===== config.mk =====
export PLATFORM = sky130hd
export DESIGN_NAME = ads1672_sample_buffer
export DESIGN_NICKNAME = d
export VERILOG_FILES = /design/src/rtl/ads1672_sample_buffer.sv
export SDC_FILE = /design/constraint.sdc
export NUM_CORES = 1
export LEC_CHECK = 0
export BUFFER_PORTS_ARGS = -buffer_cell sky130_fd_sc_hd__buf_2
export CORE_ASPECT_RATIO = 0.9
export CORE_MARGIN = 2
export CORE_UTILIZATION = 55
export CTS_BUF_LIST = sky130_fd_sc_hd__clkbuf_16
export CTS_CLUSTER_SIZE = 24
export DETAILED_ROUTE_END_ITERATION = 10
export HOLD_SLACK_MARGIN = 0.02
export PLACE_DENSITY = 0.75
export SYNTH_ARGS = -nofsm -noshare
export SYNTH_HDL_FRONTEND = slang
export SYNTH_SLANG_ARGS = --single-unit

===== constraint.sdc =====
create_clock -name clk -period 3 [get_ports clk]
set_input_delay 0.75 -clock clk [delete_from_list [all_inputs] [get_ports clk]]
set_output_delay 0.75 -clock clk [all_outputs]
set_load 0.05 [all_outputs]

===== src/rtl/ads1672_sample_buffer.sv =====
// Receive buffer for ADS1672 conversion words: tags each sample with a wrapping
// sequence number and queues it in a first-word-fall-through FIFO, counting drops.
module ads1672_sample_buffer #(
  parameter int DATA_WIDTH = 24,
  parameter int SEQ_WIDTH  = 8,
  parameter int DEPTH      = 16
) (
  input  logic                          clk,
  input  logic                          rst_n,
  input  logic                          enable,
  input  logic [DATA_WIDTH-1:0]         in_data,
  input  logic                          in_valid,
  output logic [SEQ_WIDTH+DATA_WIDTH-1:0] out_data,
  output logic                          out_valid,
  input  logic                          out_ready,
  output logic [$clog2(DEPTH):0]        level,
  output logic                          overflow,
  output logic [15:0]                   drop_count,
  input  logic                          clear_ovf
);

  localparam int PTR_W   = $clog2(DEPTH);
  localparam int LVL_W   = PTR_W + 1;
  localparam int ENTRY_W = SEQ_WIDTH + DATA_WIDTH;

  logic [ENTRY_W-1:0]   mem [DEPTH];
  logic [PTR_W-1:0]     wr_ptr;
  logic [PTR_W-1:0]     rd_ptr;
  logic [SEQ_WIDTH-1:0] seq;

  logic push_try;
  logic pop;
  logic full;
  logic accept;
  logic drop;

  // A full FIFO still accepts a push when the head leaves in the same cycle.
  always_comb begin
    push_try = in_valid && enable;
    pop      = out_valid && out_ready;
    full     = (level == LVL_W'(DEPTH));
    accept   = push_try && (!full || pop);
    drop     = push_try && full && !pop;
  end

  assign out_valid = (level != '0);
  assign out_data  = mem[rd_ptr];

  // Memory is reset so the head reads zero after reset.
  always_ff @(posedge clk or negedge rst_n) begin
    if (!rst_n) begin
      for (int i = 0; i < DEPTH; i++) mem[i] <= '0;
    end else if (accept) begin
      mem[wr_ptr] <= {seq, in_data};
    end
  end

  always_ff @(posedge clk or negedge rst_n) begin
    if (!rst_n) begin
      wr_ptr <= '0;
      rd_ptr <= '0;
      level  <= '0;
    end else begin
      if (accept) wr_ptr <= wr_ptr + PTR_W'(1);
      if (pop)    rd_ptr <= rd_ptr + PTR_W'(1);
      case ({accept, pop})
        2'b10:   level <= level + LVL_W'(1);
        2'b01:   level <= level - LVL_W'(1);
        default: level <= level;
      endcase
    end
  end

  // The tag advances on every attempted push, so dropped samples leave gaps.
  always_ff @(posedge clk or negedge rst_n) begin
    if (!rst_n) begin
      seq <= '0;
    end else if (!enable) begin
      seq <= '0;
    end else if (push_try) begin
      seq <= seq + SEQ_WIDTH'(1);
    end
  end

  // A drop in the same cycle as a clear wins and restarts the count at one.
  always_ff @(posedge clk or negedge rst_n) begin
    if (!rst_n) begin
      overflow   <= 1'b0;
      drop_count <= '0;
    end else if (drop) begin
      overflow <= 1'b1;
      if (clear_ovf)
        drop_count <= 16'd1;
      else if (drop_count != 16'hFFFF)
        drop_count <= drop_count + 16'd1;
    end else if (clear_ovf) begin
      overflow   <= 1'b0;
      drop_count <= '0;
    end
  end

endmodule


==> metrics.yaml <==
yosys.cell_types.count: 48
mostFrequentLayoutCell: "dfrtp_1"
critical_path.endpoint_type: "output pin"
drt_first_pass_iters: 4
cts.root.buffer_cell: "clkbuf_16"
syn-cell-area_mm2: 0.0253
critical_path_required_ps: 2250
initialDrtViolationCount: 886
ys_dominant_reg_cell: "dfrtp_1"
synth-seq-cells: 550
maxClockFrequency_mhz: 288
holdBufCountCts: 0
synth_warnings: 0
nets: 1688
critPathSlowestCell: "mux4_2"
synth_area_per_cell_um2: 16.4
floorplan.initialDensity: 0.557
cts.path.max_buffers: 3
wl_per_cell_um: 25.1
num_io_pins: 85
worst_slack_ps: -472
post-route-period-util: 1.16
rr_startpoint: "level[1]"
grt_setup_unrepaired: "true"
number_of_enable_flip_flop_cells_after_synthesis: 0
p_leak_nw: 13.2
port_buffers: 84
synth_top_area_share: 0.543
post_dp_hpwl_mm: 33.1
finalCriticalPeriod_ps: 3470
synthesis.nets: 1589
m1WireLength_mm: 25.5
drc: 0
number_of_instances_in_the_synthesized_netlist: 1548
launching_instance_or_port_of_the_critical_path: "rd_ptr[0]"
cpPeakStageDelay_ps: 550
violations: "negative setup slack"
gp_routability_congestion: 0.796
final_cell_mix: "dfrtp_1 (544), mux2_2 (489), mux4_2 (160), clkbuf_16 (63), buf_2 (51)"
tritoncts.num_buffers: 54
timing_max_transition_violations_final: 0
cell_area_power_density_mw_per_mm2: 1000
post_synth_main_area_contributors: "dfrtp_1 (54%), mux2_2 (22%), mux4_2 (14%)"
post-route-util: 0.637
dieHeight_um: 208
worst-path-max-fanout: 8
pre_cts_slack_ps: 125
cts_tree: "built"
row_count: 74
seq_area_frac_synth: 0.543
skew_ps: 23.3
dr_total_vias: 14100
route.met3.wl_mm: 2.61
peakVddDrop_mv: 0.744
finalHoldViolations: 0
clk-insertion-delay-late_ps: 610
area.growth.synth_to_final_pct: 14.3
antenna_diode_count: 0
drtAntennaViolNets: 0
post-synth-top-area-cell: "dfrtp_1"
synthArstFlopShare: 1.00
timing_worst_slew_pin_value_ps: 780
wire_length_of_the_first_global_routing_pass_mm: 89.3
highest_layer: "met4"
finalWirelength_mm: 57.5
worstPathCellList: "buf_12 > buf_16 > mux4_2 > mux4_2 > buf_6"
cpMostUsedCell: "mux4_2"
grt_antenna_before_repair: 0
maximum_number_of_pins_on_one_net_before_global_route_repair: 106
worst_hold_path_type: "in2async"
cts.sink_count: 550
worst-setup-path-type: "reg2out"
core_region_mm2: 0.0455
slew_headroom: 0.476
floorplan.die_area_mm2: 0.0478
outcome: "finished with violations"
grt_remaining_overflow: 0
floorplan.die.width_um: 230
setup_viol: 32
clk_transition_reported_paths_ps: 60
htree_levels: 2
vias_per_cell: 6.15
cp-start-kind: "register"
drive_gt1_frac: 0.547
globalRouteTotalUtil: 0.242
grt_pass1_vias: 15100
worst-endpoint-arrival_ps: 2720
number_of_max_cap_violations: 0
fin_worst_hold_slack_ps: 79.2
detailroute.wirelength.met2_mm: 28.1
## state kept, by name (all words and copies together) (netlist names)
register,cells
mem,512
rd_ptr,4
level,5
seq,8
drop_count,16
wr_ptr,4
overflow,1
## cell type report
cell class              instances  area, um^2
clock buffers                  54        1350
clock inverters                36         193
fillers                      3137       16500
inverters                       9        33.8
multi-input cells             855       10800
flip-flops and latches        550       13800
well taps                     608         761
repair buffers                177        2090
## routing by layer
layer,vias up,track usage
met4,0,0.0650
li1,6020,-
met2,291,0.393
met3,94,0.0402
met5,-,0
met1,7668,0.343
## through the flow
step | TNS, ps | instances | instance area [um^2] | power [mW]
4_1_cts | -12970 | 2276 | 28600 | 28.6
3_3_place_gp | 0 | 2177 | 26700 | 21.4
2_1_floorplan | 0 | 1548 | 25400 | 18.9
3_5_place_dp | 0 | 2177 | 26700 | 21.7
5_1_grt | -15150 | 2289 | 29000 | 30.4
6_report | -13380 | 2289 | 29000 | 29.1
## cell usage after synthesis (2+ instances only)
library cell	instances
nor2b_1	6
buf_2	13
ha_1	11
dfrtp_1	550
clkbuf_1	66
a21oi_1	14
buf_4	6
mux4_2	160
nand3_2	4
nor3_1	2
nor4_1	3
and4_1	2
nand2_1	13
o31a_1	2
inv_1	9
mux2_2	489
xnor2_1	11
nor2_2	8
nand2b_1	3
and2_1	8
nand3_1	12
mux2_1	27
o21a_1	4
or3_1	2
o21ai_0	8
buf_1	6
nor2_1	11
or4_1	11
xor2_1	6
nand4_1	10
o31ai_1	10
o21ai_4	2
buf_6	43
and3_1	2
## cells by family after synthesis
kind of cell    count (synthesis)  share of synthesized area
compound gates                 49                     0.0139
xor+xnor                       17                    0.00588
fa+ha+maj                      11                    0.00543
buf+inv                       143                     0.0355
flops                         550                      0.543
mux                           677                      0.372
simple gates                  101                     0.0238
## repair_timing
| item | 4_1_cts | 5_1_grt |
|---|---|---|
| gates cloned | 3 | 12 |
| resized for setup | 53 | 24 |
| setup endpoints to repair | 32 | 32 |
| pin swaps | 0 | 0 |
| setup buffers | 6 | 1 |
## power by group
part / total [mW] / switching, mW / leakage, nW / internal, mW
combinational: 11.8 / 5.41 / 5.12 / 6.41
clock: 6.13 / 2.81 / 0.800 / 3.32
sequential: 11.1 / 1.32 / 7.23 / 9.81
## path summary, 6_finish.rpt
| check | end | slack, ps | depth (start not counted) |
|---|---|---|---|
| max | out_data[1] | -470 | 5 |
| min | mem[475] | 80 | 1 |
| max reg2reg | level[4] | 200 | 10 |
| min reg2reg | mem[186] | 480 | 1 |
| max in group asynchronous | level[2] | 1930 | 2 |
| min in group clk | mem[186] | 480 | 1 |
## worst max-delay path, delay by kind of cell, from the launching register on
family / cells / cell delay (ps)
buffers and inverters: 3 / 560
muxes: 2 / 1060
DFF: 1 / 490
Power figures use the tool's default switching activity.
